$ cat config.mk
export PLATFORM = sky130hd
export DESIGN_NAME = rom_rle_encoder
export DESIGN_NICKNAME = d
export VERILOG_FILES = /design/src/rtl/rom_pkg.sv /design/src/rtl/rom_rle_fifo.sv /design/src/rtl/rom_rle_encoder.sv
export SDC_FILE = /design/constraint.sdc
export NUM_CORES = 1
export LEC_CHECK = 0
export BUFFER_PORTS_ARGS = -buffer_cell sky130_fd_sc_hd__buf_2
export CORE_ASPECT_RATIO = 0.5
export CORE_MARGIN = 2
export CORE_UTILIZATION = 55
export CTS_BUF_LIST = sky130_fd_sc_hd__clkbuf_4
export CTS_CLUSTER_DIAMETER = 80
export DETAILED_ROUTE_END_ITERATION = 10
export PLACE_DENSITY_LB_ADDON = 0.15
export SKIP_LAST_GASP = 1
export SLEW_MARGIN = 15
export SYNTH_ARGS = -nofsm -noshare
export SYNTH_HDL_FRONTEND = slang
export SYNTH_HIERARCHICAL = 1
export SYNTH_SLANG_ARGS = --single-unit
export TNS_END_PERCENT = 100
$ cat constraint.sdc
create_clock -name i_clk -period 4.05 [get_ports i_clk]
set_input_delay 0.2025 -clock i_clk [delete_from_list [all_inputs] [get_ports i_clk]]
set_output_delay 0.2025 -clock i_clk [all_outputs]
set_load 0.01 [all_outputs]
$ cat src/rtl/rom_pkg.sv
// Shared widths and record layout for the ROM run-length encoder and its consumers.
package rom_pkg;

    localparam int DATA_WIDTH = 16;
    localparam int RUN_WIDTH  = 8;
    localparam int RUN_MAX    = (1 << RUN_WIDTH) - 1;

    // Record word layout {value, len}; downstream checkers unpack the same struct.
    typedef struct packed {
        logic [DATA_WIDTH-1:0] value;
        logic [RUN_WIDTH-1:0]  len;
    } rec_t;

    localparam int REC_WIDTH = $bits(rec_t);

    typedef enum logic {
        ST_IDLE = 1'b0,
        ST_RUN  = 1'b1
    } enc_state_t;

endpackage

$ cat src/rtl/rom_rle_fifo.sv
// Generic synchronous FIFO: push/pop, full/empty, occupancy count, head read from storage.
module rom_rle_fifo #(
    parameter int WIDTH = 24,
    parameter int DEPTH = 4
) (
    input  logic                     i_clk,
    input  logic                     i_reset,
    input  logic                     i_push,
    input  logic [WIDTH-1:0]         i_push_data,
    input  logic                     i_pop,
    output logic [WIDTH-1:0]         o_head,
    output logic                     o_valid,
    output logic                     o_full,
    output logic [$clog2(DEPTH):0]   o_count
);

    localparam int AW = $clog2(DEPTH);
    localparam int CW = AW + 1;

    logic [WIDTH-1:0] r_mem [DEPTH];
    logic [AW-1:0]    r_wr_ptr;
    logic [AW-1:0]    r_rd_ptr;
    logic [CW-1:0]    r_count;
    logic             w_push_ok;
    logic             w_pop_ok;

    assign o_valid   = (r_count != '0);
    assign o_full    = (r_count == CW'(DEPTH));
    assign o_count   = r_count;
    assign o_head    = r_mem[r_rd_ptr];
    assign w_pop_ok  = i_pop && o_valid;
    // A full FIFO still accepts a push when the head leaves in the same cycle.
    assign w_push_ok = i_push && (!o_full || w_pop_ok);

    always_ff @(posedge i_clk) begin
        if (i_reset) begin
            for (int i = 0; i < DEPTH; i++) begin
                r_mem[i] <= '0;
            end
            r_wr_ptr <= '0;
            r_rd_ptr <= '0;
            r_count  <= '0;
        end else begin
            if (w_push_ok) begin
                r_mem[r_wr_ptr] <= i_push_data;
                r_wr_ptr        <= r_wr_ptr + 1'b1;
            end
            if (w_pop_ok) begin
                r_rd_ptr <= r_rd_ptr + 1'b1;
            end
            case ({w_push_ok, w_pop_ok})
                2'b10:   r_count <= r_count + 1'b1;
                2'b01:   r_count <= r_count - 1'b1;
                default: r_count <= r_count;
            endcase
        end
    end

endmodule

$ cat src/rtl/rom_rle_encoder.sv
// Run-length encoder for the ROM read stream; closed runs go to a record FIFO.
// state   | meaning
// ST_IDLE | no open run
// ST_RUN  | run of r_cur_value open, r_cur_len words so far
module rom_rle_encoder
    import rom_pkg::*;
#(
    parameter int FIFO_DEPTH = 4
) (
    input  logic                          i_clk,
    input  logic                          i_reset,
    input  logic                          i_din_valid,
    input  logic [DATA_WIDTH-1:0]         i_din,
    input  logic                          i_flush,
    output logic                          o_rec_valid,
    output logic [DATA_WIDTH-1:0]         o_rec_value,
    output logic [RUN_WIDTH-1:0]          o_rec_len,
    input  logic                          i_rec_ready,
    output logic [$clog2(FIFO_DEPTH):0]   o_fifo_count,
    output logic                          o_overflow
);

    enc_state_t            r_state;
    enc_state_t            w_state_nxt;
    logic [DATA_WIDTH-1:0] r_cur_value;
    logic [DATA_WIDTH-1:0] w_cur_value_nxt;
    logic [RUN_WIDTH-1:0]  r_cur_len;
    logic [RUN_WIDTH-1:0]  w_cur_len_nxt;
    logic                  r_overflow;
    logic                  w_push;
    rec_t                  w_push_rec;
    rec_t                  w_head;
    logic                  w_pop;
    logic                  w_full;

    always_ff @(posedge i_clk) begin
        if (i_reset) begin
            r_state     <= ST_IDLE;
            r_cur_value <= '0;
            r_cur_len   <= '0;
        end else begin
            r_state     <= w_state_nxt;
            r_cur_value <= w_cur_value_nxt;
            r_cur_len   <= w_cur_len_nxt;
        end
    end

    always_comb begin
        w_state_nxt      = r_state;
        w_cur_value_nxt  = r_cur_value;
        w_cur_len_nxt    = r_cur_len;
        w_push           = 1'b0;
        w_push_rec.value = r_cur_value;
        w_push_rec.len   = r_cur_len;
        case (r_state)
            ST_IDLE: begin
                if (i_din_valid) begin
                    w_cur_value_nxt = i_din;
                    w_cur_len_nxt   = RUN_WIDTH'(1);
                    w_state_nxt     = ST_RUN;
                end
            end
            ST_RUN: begin
                // flush only counts in idle-input cycles; a word always wins.
                if (i_din_valid) begin
                    if ((i_din == r_cur_value) && (r_cur_len != RUN_WIDTH'(RUN_MAX))) begin
                        w_cur_len_nxt = r_cur_len + 1'b1;
                    end else begin
                        w_push          = 1'b1;
                        w_cur_value_nxt = i_din;
                        w_cur_len_nxt   = RUN_WIDTH'(1);
                    end
                end else if (i_flush) begin
                    w_push        = 1'b1;
                    w_cur_len_nxt = '0;
                    w_state_nxt   = ST_IDLE;
                end
            end
            default: begin
                w_state_nxt = ST_IDLE;
            end
        endcase
    end

    assign w_pop = o_rec_valid && i_rec_ready;

    rom_rle_fifo #(
        .WIDTH (REC_WIDTH),
        .DEPTH (FIFO_DEPTH)
    ) u_fifo (
        .i_clk       (i_clk),
        .i_reset     (i_reset),
        .i_push      (w_push),
        .i_push_data (w_push_rec),
        .i_pop       (w_pop),
        .o_head      (w_head),
        .o_valid     (o_rec_valid),
        .o_full      (w_full),
        .o_count     (o_fifo_count)
    );

    // Dropped records are only reported; the upstream stream cannot be stalled.
    always_ff @(posedge i_clk) begin
        if (i_reset) begin
            r_overflow <= 1'b0;
        end else if (w_push && w_full && !w_pop) begin
            r_overflow <= 1'b1;
        end
    end

    assign o_overflow  = r_overflow;
    assign o_rec_value = w_head.value;
    assign o_rec_len   = w_head.len;

endmodule

Word level (Yosys, flattened, before mapping). Memories as Yosys holds them, arrays and structs flattened. A register that Yosys moved wholly into a read port is not among the register bits. Cells that the tools add are included.

Register bits: 33. Memory bits (writable): 96. Input bits: 21. Output and inout port bits: 29. Logic and storage cells: 65. Memories: 1.

Add/sub/neg operators: 5. Equal/unequal tests: 9. Multiplexer cells: 28. Bitwise gates (word level): 1. Reductions and logical operators: 14.

Memory list: u_fifo.r_mem (words 4, bits a word 24, read ports 1, clocked after Yosys merged registers in 1, write ports 4, line rom_rle_fifo.sv:20) `logic [WIDTH-1:0] r_mem [DEPTH];`.

Operator list (number): 2-to-1 mux 16 bit (3); 2-to-1 mux 8 bit (4); case mux 16 bit (2 select lines) (1); 2-to-1 mux 24 bit (1); OR reduction 24 bit (1); == test 16 bit (1); case mux 8 bit (2 select lines) (1); 2-to-1 mux 1 bit (13); adder 8 x 1 -> 8 bit (second input constant) (1); inequality test 8 bit (second input constant) (1); logical AND 1 bit (6); 2-to-1 mux 2 bit (3); inequality test 2 bit (second input constant) (3); case mux 3 bit (2 select lines) (1); adder 2 x 1 -> 2 bit (second input constant) (2); adder 3 x 1 -> 3 bit (second input constant) (1); == test 3 bit (second input constant) (1); inequality test 3 bit (second input constant) (1); AND reduction 3 bit (1); nonzero test 3 bit (1); subtractor 3 x 1 -> 3 bit (second input constant) (1); == test 2 x 1 -> 1 bit (second input constant) (1); == test 2 bit (second input constant) (1); zero test 1 bit (2); other kinds (5) (5).

Logic depth before layout (Yosys ltp).
Depth in word-level cells: 11. Mapped depth: 12. Mapped depth without buffers: 12.

By module. The synthesis kept the hierarchy.

By module, submodules not included: rom_rle_fifo (times used 1, cells each 283, area each 4571.9 um2); rom_rle_encoder (times used 1, cells each 159, area each 1347.5 um2).

Worst setup path after synthesis. OpenSTA, ideal clock, no wires.

Path type: register to register. Start point: register r_cur_len[0]. End point: memory u_fifo.r_mem[1][0], enable pin. Library setup time: 0.442 ns. Arrival time: 3.169 ns. Data required time: 3.608 ns. Setup slack: 0.439 ns. Stages on the path, launching flop included: 8. Buffers on the path: 0. Clock period less this slack: 3.611 ns. Path through: dfxtp_1 ha_1 nand3_1 nor2_1 nor3_4 a21oi_1 nand2_1 o31ai_1.

RTL lines: from (decl) (line rom_rle_encoder.sv:27) `logic [RUN_WIDTH-1:0] r_cur_len;`; from (signal assigned) (line rom_rle_encoder.sv:44) `r_cur_len <= w_cur_len_nxt;`; to (decl) (line rom_rle_fifo.sv:20).

==> results.ini <==
[outcome]
status=finished clean

[global_routing]
overflow=0
grt_pass1_wl_um=19190
antenna_found_initial=0
grt_max_degree=35
grt_pass1_vias=3564
gr-usage-all-layers_pct=22.56

[routing]
drt_iter0_markers=252
drtAntennaViolNets=0
post_drt_via_cell_ratio=5.364
wirelength_um=11920
drt_pass1_iterations=5
drc=0
wire_per_inst_um=17.76
via_count=3599

[clocking]
cts_buffers=17
cts_tree=built
clock-sinks=131
path_clk_slew_ns=0.11
postCtsSetupBuffers=0
cts_resized=0
clock_latency_ns=0.51
max-clock-path-buffers=2
cts_hold_buf=18
htree_num_levels=4
root_buffer=clkbuf_4

[floorplanning]
core.rowCount=26
die-area_um2=11660
die_y_um=77.36
core_area_um2=10340
fp.dieW_um=150.7
initial_utilization_pct=57.22
ios=50

[logic_synthesis]
synth_cells=442
muxShareOfSynthArea_pct=12.03
avgSynthCellArea_um2=13.39
seq_area_frac_synth_pct=60.54
synth.most_common_cell=and2_1
synth_xor_area_share_pct=3.255
yosysUniqueCellTypes=43
synth_top_family_by_area=simple AND/OR/NAND/NOR gates
async_flop_share_pct=0
synth-warning-count=6
mappedNetlistArea_um2=5919
synthAdderAreaFrac_pct=0.7609
synth-edff-count=96
synth-compound-area-share_pct=2.832
synth_top_area_cell=edfxtp_1
ys.flop_type=edfxtp_1
yosys.area_share.simple_pct=18.69
synth_nets=466
synth_common_cells=and2_1, edfxtp_1, nand2_1
synth-seq-cells=131
synthTopCellsByArea=edfxtp_1, dfxtp_1, and2_1, mux4_2, nand2_1
synth_top_area_share_pct=48.70

[place]
routabilityCongestion=0.7500
io_buffers=49
hpwl_um=7245
dp_slack_ns=0.9891
placed_area_um2=6375

[critical_path]
r2r_slack_ns=0.97
start_kind=register
r2r_cells=9
crit_arrival_ns=3.21
cp_cell_sequence=ha_1, nand3_1, nor2_1, nor3_4, a21oi_1, inv_1, nor4b_4, buf_4, or2_2
cp.depth=9
crit_path_max_fanout=25
critPathSlowestCell=or2_2
critical_path_buf_inv_count=2
critPathRequiredTime_ns=4.18
critPathMaxStageDelay_ns=0.57
crit_type=register to register
cp-end-kind=register
critPathTopFamily=simple AND/OR/NAND/NOR gates

[sta]
slew_headroom_pct=35.58
finalCritPeriodShare_pct=76.05
max_slew.worst_pin.slew_ns=0.9662
tns_ns=0
skew_ns=0.02447
hold_violations=0
fmax_mhz=324.7
min_period_ns=3.080
drv_slew=0
rsz0062_at_grt=false
setup_violations=0
setup_ws_ns=0.9699

[min_path]
hp-class=input pin to register
whs_path_depth=2

[finish]
drive_gt1_share_pct=23.16
n_fill_cell=766
design_area_um2=6817
syn_to_final_growth_pct=15.16
final_core_util_pct=65.89
ff_latch_area_um2=3585
fin_nets=542
diodes=0
multi_input_area_um2=2272

[power_and_ir_drop]
power_density_nw_per_um2=376.9
ir_worst_vdd_uv=162.5
cellLeakagePower_nw=2.559

[flow_run]
maxCapViolations=0

sequential cells by signal (all words and copies together), names as in the netlist, named ones only:
register and cells:
r_state 1, u_fifo/r_wr_ptr 2, u_fifo/r_rd_ptr 2, o_overflow 1, u_fifo/o_count 3, r_cur_len 8
u_fifo/r_mem 96, r_cur_value 16
cell type report:
type	count	share of cell area, %
Multi-Input combinational cell	284	33.33
Clock buffer	19	2.093
Inverter	8	0.4405
Tap cell	140	2.570
Timing Repair Buffer	76	7.232
Sequential cell	131	52.59
Clock inverter	13	1.744
metrics by stage:
stage                     power, mW  cells  hold WS (ns)
final                         2.569    671        0.1171
after global routing          2.680    671       0.08052
after CTS                     2.587    671       0.08703
after detailed placement      1.767    621        0.4631
after global placement        1.763    621        0.4764
after floorplan               1.680    442        0.2716
worst register-to-register path, delay by kind of cell, from the launching register on:
family / cells / cell delay [ns]
simple gates: 5 / 1.23
fa+ha+maj: 1 / 0.24
buf+inv: 2 / 0.50
flops: 1 / 0.45
compound gates: 1 / 0.28
cells by family after synthesis:
kind of cell / after synthesis
xor+xnor: 22
simple gates: 194
compound gates: 24
buf+inv: 27
mux: 41
flops: 131
fa+ha+maj: 3
layer usage:
metal / vias to the layer above / wire, um / track usage [%]
li1: 1746 / - / -
met1: 1759 / 5935 / 33.47
met2: 89 / 5311 / 33.14
met3: 5 / 606 / 6.412
met4: 0 / 63 / 5.701
met5: - / 0 / 0
where the power goes:
part	internal (mW)	total, mW	leakage, nW	switching (mW)
logic	0.0981	0.216	1.14	0.118
registers	1.49	1.53	1.28	0.0393
clock network	0.368	0.821	0.140	0.453
total	1.96	2.57	2.56	0.611
cell usage in the layout, fill, tap and decap left out, types with 2 or more instances in the layout:
cell and count:
buf_2 49, mux4_2 24, nand2_1 48, edfxtp_1 96
mux2i_1 16, and2_1 97, inv_1 7, nor3_4 2
a21o_1 2, or3_1 2, nor3_1 2, nor4b_4 2
buf_4 9, nor4_4 2, a21oi_1 5, o211ai_1 3
o21ai_0 5, nor2b_1 3, bufinv_16 2, clkinv_2 5
clkinv_1 4, xor2_1 3, xnor2_1 19, nand2b_1 3
dfxtp_1 34, nor2_1 15, ha_1 2, clkinvlp_4 3
dlygate4sd3_1 18, nand4_1 9, clkbuf_4 19, nand3_1 5
path summary, 6_finish.rpt:
path | startpoint | to
worst min-delay path | i_reset | u_fifo/o_count[1]$_SDFFE_PP0P_
worst min register to register | o_overflow$_SDFFE_PP0P_ | o_overflow$_SDFFE_PP0P_
worst max-delay path | r_cur_len[0]$_SDFFE_PP0P_ | u_fifo/r_mem[0][4]$_SDFFCE_PN0P_
worst max register to register | r_cur_len[0]$_SDFFE_PP0P_ | u_fifo/r_mem[0][4]$_SDFFCE_PN0P_
Power figures use the tool's default switching activity.
